--- src/rtl/video_pkg.sv ---
// video_pkg: shared video-path capture states, constants and vsync normalisation
package video_pkg;
  typedef enum logic [1:0] {WAIT_SYNC, SYNC, ACTIVE, DROP} cap_state_t;
  localparam logic [7:0] pad_byte = 8'h00;
  localparam int cnt_w_default = 14;
  function automatic logic vsync_norm(input logic vsync, input logic pol);
    return pol ? vsync : ~vsync;
  endfunction
endpackage

--- src/rtl/video_pos_counter.sv ---
// video_pos_counter: den edge detection with saturating x/y position counters and sync clear
module video_pos_counter
  import video_pkg::*;
#(
  parameter int cnt_w = cnt_w_default
) (
  input  logic             clk,
  input  logic             rst,
  input  logic             clr,
  input  logic             en,
  input  logic             den,
  output logic [cnt_w-1:0] pixel_x,
  output logic [cnt_w-1:0] pixel_y
);
  localparam logic [cnt_w-1:0] cnt_max = '1;
  logic den_d;
  always_ff @(posedge clk) begin
    if (rst) begin
      den_d   <= 1'b0;
      pixel_x <= '0;
      pixel_y <= '0;
    end else begin
      den_d <= den;
      if (clr) begin
        pixel_x <= '0;
        pixel_y <= '0;
      end else if (en && den) begin
        pixel_x <= pixel_x == cnt_max ? pixel_x : pixel_x + 1'b1;
      end else if (en && den_d) begin
        pixel_x <= '0;
        pixel_y <= pixel_y == cnt_max ? pixel_y : pixel_y + 1'b1;
      end
    end
  end
endmodule

--- src/rtl/video_capture_writer.sv ---
// video_capture_writer: crops a raster video stream into the frame-buffer write FIFO with overflow drop
module video_capture_writer
  import video_pkg::*;
#(
  parameter int source_h        = 800,
  parameter int source_v        = 480,
  parameter bit video_vsync_pol = 1'b1,
  parameter int cnt_w           = cnt_w_default
) (
  input  logic        pixel_clock,
  input  logic        reset,
  input  logic        video_vsync,
  input  logic        video_hsync,
  input  logic        video_den,
  input  logic [23:0] video_pixel,
  output logic        wr_load,
  output logic        wr_clk,
  output logic        wrfifo_wren,
  output logic [31:0] wrfifo_din,
  input  logic        wrfifo_full,
  output logic        frame_done,
  output logic        frame_overflow,
  output logic        overflow_sticky
);
  cap_state_t state, state_n;
  logic vs_act, vs_rise, active, want, wr, ovf, last;
  logic [cnt_w-1:0] pixel_x, pixel_y;
  logic unused_hsync;
  assign unused_hsync = video_hsync;
  assign wr_clk = pixel_clock;
  video_pos_counter #(.cnt_w(cnt_w)) u_pos (
    .clk    (pixel_clock),
    .rst    (!reset),
    .clr    (vs_rise || !active),
    .en     (active),
    .den    (video_den),
    .pixel_x(pixel_x),
    .pixel_y(pixel_y)
  );
  always_comb begin
    vs_act  = vsync_norm(video_vsync, video_vsync_pol);
    vs_rise = vs_act && !wr_load;
    active  = state == ACTIVE;
    want    = active && video_den && !vs_rise &&
              pixel_x < cnt_w'(source_h) && pixel_y < cnt_w'(source_v);
    wr      = want && !wrfifo_full;
    ovf     = want && wrfifo_full;
    last    = pixel_x == cnt_w'(source_h - 1) && pixel_y == cnt_w'(source_v - 1);
    state_n = vs_rise ? SYNC : ovf ? DROP : (state == SYNC && !vs_act) ? ACTIVE : state;
  end
  always_ff @(posedge pixel_clock) begin
    if (!reset) state <= WAIT_SYNC;
    else        state <= state_n;
  end
  always_ff @(posedge pixel_clock) begin
    if (!reset) begin
      wr_load         <= 1'b0;
      wrfifo_wren     <= 1'b0;
      wrfifo_din      <= '0;
      frame_done      <= 1'b0;
      frame_overflow  <= 1'b0;
      overflow_sticky <= 1'b0;
    end else begin
      wr_load         <= vs_act;
      wrfifo_wren     <= wr;
      wrfifo_din      <= wr ? {video_pixel, pad_byte} : wrfifo_din;
      frame_done      <= wr && last;
      frame_overflow  <= ovf;
      overflow_sticky <= overflow_sticky || ovf;
    end
  end
endmodule

--- config.mk ---
export PLATFORM = sky130hd
export DESIGN_NAME = video_capture_writer
export DESIGN_NICKNAME = d
export VERILOG_FILES = /design/src/rtl/video_pkg.sv /design/src/rtl/video_pos_counter.sv /design/src/rtl/video_capture_writer.sv
export SDC_FILE = /design/constraint.sdc
export NUM_CORES = 1
export LEC_CHECK = 0
export ABC_AREA = 1
export CORE_MARGIN = 8
export CORE_UTILIZATION = 53
export DETAILED_ROUTE_END_ITERATION = 8
export PLACE_DENSITY = 0.81
export SLEW_MARGIN = 20
export SYNTH_ARGS = -nofsm -noshare
export SYNTH_HDL_FRONTEND = slang
export SYNTH_HIERARCHICAL = 1
export SYNTH_SLANG_ARGS = --single-unit
export TNS_END_PERCENT = 1
--- constraint.sdc ---
create_clock -name pixel_clock -period 1.7 [get_ports pixel_clock]
set_clock_uncertainty 0.05 [all_clocks]
set_input_delay 0.34 -clock pixel_clock [delete_from_list [all_inputs] [get_ports pixel_clock]]
set_output_delay 0.34 -clock pixel_clock [all_outputs]
set_load 0.005 [all_outputs]
==> run metrics, run 1 <==
I/O Pins=between 60 and 70; initial antenna violation count=0; gr usage total=19.5%; vias in the first global route=roughly 3,500; delay-heaviest family, CP=buffers and inverters; Max FO, Critical Path=2; Post-Syn Area=~3600 um2; post-CTS setup buffers=0; first-pass GRT wire length=about 16,000 um; count of final hold-check violations=0; slowest CP cell=clkdlybuf4s50_1; period utilization=between 90% and 100%; Most used DFF post-synth=dfxtp_1; Max Cap Viol=0; CTS tree=built; Cell variety after synth=33; fin crit period=1.66 ns; GRT busiest layer=met2; GP Congestion=about 0.89; Worst IR Drop VDD=roughly 0.45 mV; met2 usage=a little under a third; die height=98.5 um; synthesis-to-layout area growth=30.7%; Yosys Warn Count=6; Fillers=between 500 and 600; Peak Freq=between 600 and 700 MHz; DP Area=approximately 4400 um2; Total Routed Length=between 9000 and 10,000 um; CP startpoint=wrfifo_din[15]; multiplexer area fraction after synthesis=0%; Placed Cells=719; first-pass detailed-route iteration total=5; Setup CP Type=reg2out; Port Buffer Count=58; crit-path cells=clkdlybuf4s50_1; 1st-iter DRT viols=270; Worst Path Buf+Inv=1; Synth Register Bits=60; vias per cell=between 5 and 6; total number of placement rows=30; async set-reset flop share out of synthesis=0%; Residual DRC=0; Mean Syn Cell Area=roughly 6.3 um2; met3 usage=roughly 5.8%; Post-synth EDFFs=0; crit-path max cell delay=approximately 0.5 ns; Synth Area in Simple Gates=42.0%; PD cells=about 700 nW/um2; via count=roughly 3,700; Core ar.=~6700 um2; status=completed; M1 GR Usage=approximately a quarter; Slew Limit Fails=0; share of the synthesized area in the top cell type=33.3%; maximum number of pins on one net before global-route repair=27; die area=around 9700 um2; Setup violations, final=0; # diodes=0; Final Hold Slack=~0.42 ns; Cells after Synth=roughly 570; Synth Area in XOR/XNOR=roughly 1.2%; Arrival @ worst endpoint=roughly 1.3 ns; gr ovfl total=0; HP Start=overflow_sticky; main combinational cell family by area after synthesis=simple AND/OR/NAND/NOR gates; mean routed wirelength per cell=between 10 and 15 um; Starting Density=54.0%; Core Util, Final=70.6%; post-layout instance count excluding filler cells=about 740; Synth Area in Adders=under 10%; Hold Path Class=reg2reg; DP HPWL=6590 um; final instance area=~4700 um2; Synth Area in Compound Gates=approximately 4.5%; Seq/Total Area, Yosys=between 30% and 40%; Final nets=between 600 and 700; PostCTS Resize Cnt=12; Reg-to-Reg Start=u_pos/pixel_y[1]; CP startpoint kind=flop; Die Width=a little under 100 um; main area contributors after synthesis=dfxtp_1 (33%), nand2_1 (14%), inv_1 (12%); Reg clk slew, reported paths=roughly 0.07 ns; leakage power=about 2.4 nW; required time of the critical path=around 1.3 ns; hold_buf cts=0; Setup crit end kind=output port; dominant cell type by area after synthesis=dfxtp_1; Worst-Skew Late Latency=roughly 0.45 ns; Detail Route Antenna Nets=0; layout cells sized above 1=between 10% and 20%; setup TNS=0 ns
-- placed cells by master (no fill, tap or decap), types with 3 or more instances in the layout --
| master | netlist | final |
|---|---|---|
| xor2_1 | 5 | 5 |
| nand3_2 | 5 | 5 |
| nand4_1 | 33 | 33 |
| nand2_2 | 14 | 14 |
| dfxtp_1 | 60 | 57 |
| o21ai_0 | 5 | 5 |
| nand3_1 | 39 | 39 |
| dlymetal6s2s_1 | 0 | 17 |
| nor2_4 | 6 | 6 |
| clkinv_1 | 3 | 3 |
| inv_2 | 7 | 7 |
| clkinv_2 | 0 | 3 |
| a21oi_1 | 22 | 22 |
| ha_1 | 3 | 3 |
| buf_4 | 11 | 27 |
| dlygate4sd2_1 | 0 | 9 |
| clkbuf_8 | 0 | 14 |
| nor2_1 | 67 | 67 |
| dfxtp_2 | 0 | 3 |
| nor2_2 | 5 | 5 |
| nand2_1 | 136 | 136 |
| nand3b_1 | 3 | 3 |
| inv_1 | 114 | 114 |
| clkdlybuf4s50_1 | 0 | 31 |
| buf_12 | 0 | 3 |
| conb_1 | 1 | 8 |
-- stage by stage --
step,setup WS (ns),power (mW)
after floorplan,0.201,1.57
after global placement,-0.161,1.67
after detailed placement,-0.201,1.68
after CTS,0.000748,3.30
after global routing,-0.00146,3.39
final,0.0390,3.28
-- layout make-up --
class                   count  area, um2  share of cell area, %
multi-input cells         366       1800                   38.1
flip-flops and latches     60       1200                   25.6
repair buffers             88        876                   18.6
inverters                 124        465                   9.87
clock buffers              15        196                   4.17
well taps                  80        100                   2.12
clock inverters             5       75.1                   1.59
-- power by group --
part / switching, mW / internal [mW]
registers: 0.00444 / 1.41
logic: 0.0823 / 0.0973
clock network: 0.628 / 1.06
total: 0.715 / 2.57
-- routing by layer --
metal  up-vias  routed length (um)
li1       1894                   -
met2       135                4340
met4         0                 138
met5         -                   0
met1      1696                4170
met3        15                 713
-- path summary, 6_finish.rpt --
path | endpoint | slack (ns) | cells past startpoint
min | overflow_sticky | 0.42 | 2
min reg2reg | overflow_sticky | 0.42 | 2
max reg2reg | u_pos/pixel_y[6] | 0.14 | 9
max | wrfifo_din[15] | 0.04 | 1
-- cells by family after synthesis --
kind of cell	Yosys count
xor+xnor	5
compound gates	31
fa+ha+maj	3
other cells	1
simple gates	319
flops	60
buf+inv	150
-- registers in the layout (all words and copies together), names as in the netlist --
register	count
frame_done	1
frame_overflow	1
overflow_sticky	1
state	2
u_pos/den_d	1
u_pos/pixel_x	14
u_pos/pixel_y	14
wr_load	1
wrfifo_din	24
wrfifo_wren	1
-- synthesized netlist by cell type (2+ instances only) --
library cell	count
nand2_1	136
inv_1	114
nor2_1	67
dfxtp_1	60
nand3_1	39
nand4_1	33
a21oi_1	22
nand2_2	14
buf_4	11
inv_2	7
clkbuf_1	6
nor2_4	6
nand3_2	5
nor2_2	5
o21ai_0	5
xor2_1	5
buf_2	4
buf_6	4
clkinv_1	3
ha_1	3
nand2_4	3
nand3b_1	3
nor3_1	2
nor4_1	2
or2_2	2
Note: power is estimated with default switching activity, not from simulation.
==> inputs of run 2 (changes only) <==
CAP_MARGIN = 25   (was default)
CTS_BUF_LIST = sky130_fd_sc_hd__clkbuf_4 sky130_fd_sc_hd__clkbuf_8 sky130_fd_sc_hd__clkbuf_16   (was default)
==> run 2 against run 1 <==
Net effect:
- final cell count unchanged
- die area did not move
- critical path type unchanged
- global-route usage barely moved
- wire length up 0.17%
- worst setup slack got worse by 0.0040 ns
- non-clock buffer count is the same
- worst hold slack improved by 0.0037 ns
- first-iteration DRC count up 6.3%
- sequential power barely moved
==> run metrics, run 2 (synthesis gave the netlist of run 1 again) <==
most frequent cells in the layout=nand2_1 (136), inv_1 (114), nor2_1 (67), dfxtp_1 (57), nand3_1 (39); required time of the critical path=1.31 ns; I/O Pins=a little under 70; biggest regs=wrfifo_din: 24 flops, u_pos/pixel_x: 14 flops, u_pos/pixel_y: 14 flops; count of final hold-check violations=0; Setup crit end kind=output port; sw power=between 700 and 800 uW; Starting Density=54.0%; CP startpoint=frame_done; P_int=~2.6 mW; crit-path max cell delay=~0.51 ns; fin crit period=~1.7 ns; PD cells=around 700 nW/um2; Reg-to-Reg Start=u_pos/pixel_y[1]; Port Buffer Count=just under 60; final instance area=around 4700 um2; Residual DRC=0; maximum number of pins on one net before global-route repair=27; Arrival @ worst endpoint=about 1.3 ns; Most flops, register=wrfifo_din; most common cell after layout, fill and taps aside=nand2_1; status=completed; hold_buf cts=0; delay-heaviest family, CP=buffers and inverters; DP HPWL=6590 um; first-pass GRT wire length=roughly 16,000 um; Max FO, Critical Path=1; via count=between 3,000 and 4,000; Die Width=approximately 99 um; DP Area=about 4400 um2; leakage power=2.45 nW; total number of placement rows=30; FF-to-FF setup slack=between 0.1 and 0.15 ns; Final nets=between 600 and 700; slowest CP cell=clkdlybuf4s50_1; Crit path depth=1; sw frac=a little over a fifth; CTS tree=built; Setup WS pre-CTS=-0.201 ns; vias per cell=5.07; setup ws final=around 0.035 ns; Pwr Total=3.30 mW; Setup crit end=frame_done; crit-path cells=clkdlybuf4s50_1; Setup violations, final=0; die height=a little under 100 um; Worst-Skew Late Latency=0.45 ns; initial antenna violation count=0; Clock Power Share=around 52%; Slew Limit Fails=0; Setup CP Type=reg2out; Reg clk slew, reported paths=~0.070 ns; vias in the first global route=~3,500; Max Cap Viol=0; mean routed wirelength per cell=about 13 um; CP startpoint kind=flop; worst r2r dst=u_pos/pixel_y[13]; Worst IR Drop VDD=0.448 mV; GP Congestion=between 0.8 and 0.9; max FFs per register=24; Detail Route Antenna Nets=0; Core ar.=~6700 um2; Flop pwr share=a little over two fifths; # diodes=0; gr ovfl total=0; period utilization=a little over nine tenths; Total Routed Length=about 9400 um; first-pass detailed-route iteration total=5; Hold Path Class=reg2reg; Worst R2R Path Depth=9; Comb power frac=~5.4%; 1st-iter DRT viols=between 200 and 300; layout cells sized above 1=14.7%; die area=9700 um2; HP Start=overflow_sticky; Worst Path Buf+Inv=1; Peak Freq=between 600 and 700 MHz; gr usage total=about a fifth; synthesis-to-layout area growth=30.8%
run 2: cell types whose count changed in the layout (fill, tap and decap cells not counted):
cell	before	now
clkbuf_1	1	0
clkbuf_4	0	1
run 2: worst min-delay path by stage:
stage	end	slack, ns	cells past startpoint
6_report	overflow_sticky	0.42	2
5_1_grt	overflow_sticky	0.45	2
4_1_cts	overflow_sticky	0.43	2
3_5_place_dp	overflow_sticky	0.42	2
3_3_place_gp	overflow_sticky	0.41	2
2_1_floorplan	wr_clk	0.37	1
run 2: repair_timing:
action,in CTS,in global routing
resized for setup,12,21
setup buffers,0,0
endpoints found under the setup margin,11,27
run 2: layer usage:
| metal | vias to the layer above | wire length (um) | track usage (%) |
|---|---|---|---|
| li1 | 1893 | - | - |
| met1 | 1705 | 4120 | 23.7 |
| met2 | 132 | 4420 | 31.6 |
| met3 | 14 | 697 | 5.78 |
| met4 | 0 | 134 | 7.20 |
| met5 | - | 0 | 0 |
run 2: stage by stage:
stage / instances / TNS, ns / utilization [%] / hold WS (ns)
2_1_floorplan: 576 / 0 / - / 0.371
3_3_place_gp: 719 / -6.51 / 66.0 / 0.411
3_5_place_dp: 719 / -8.29 / 66.0 / 0.418
4_1_cts: 738 / 0 / 69.8 / 0.432
5_1_grt: 738 / -0.00146 / 70.6 / 0.447
6_report: 738 / 0 / 70.6 / 0.421
run 2: area by class of cell:
| type | count | area, um2 |
|---|---|---|
| timing repair buffer | 88 | 876 |
| multi-input combinational | 366 | 1800 |
| fill | 506 | 1960 |
| clock inverter | 5 | 75.1 |
| inverter | 124 | 465 |
| clock buffer | 15 | 200 |
| sequential | 60 | 1200 |
| tap | 80 | 100 |
run 2: power groups by stage:
stage | registers, mW | clock network (mW) | logic [mW]
floorplan | 1.45 | 0.0381 | 0.0862
global placement | 1.45 | 0.0495 | 0.176
detailed placement | 1.45 | 0.0495 | 0.178
CTS | 1.42 | 1.72 | 0.179
global route | 1.42 | 1.79 | 0.199
finish | 1.42 | 1.70 | 0.179
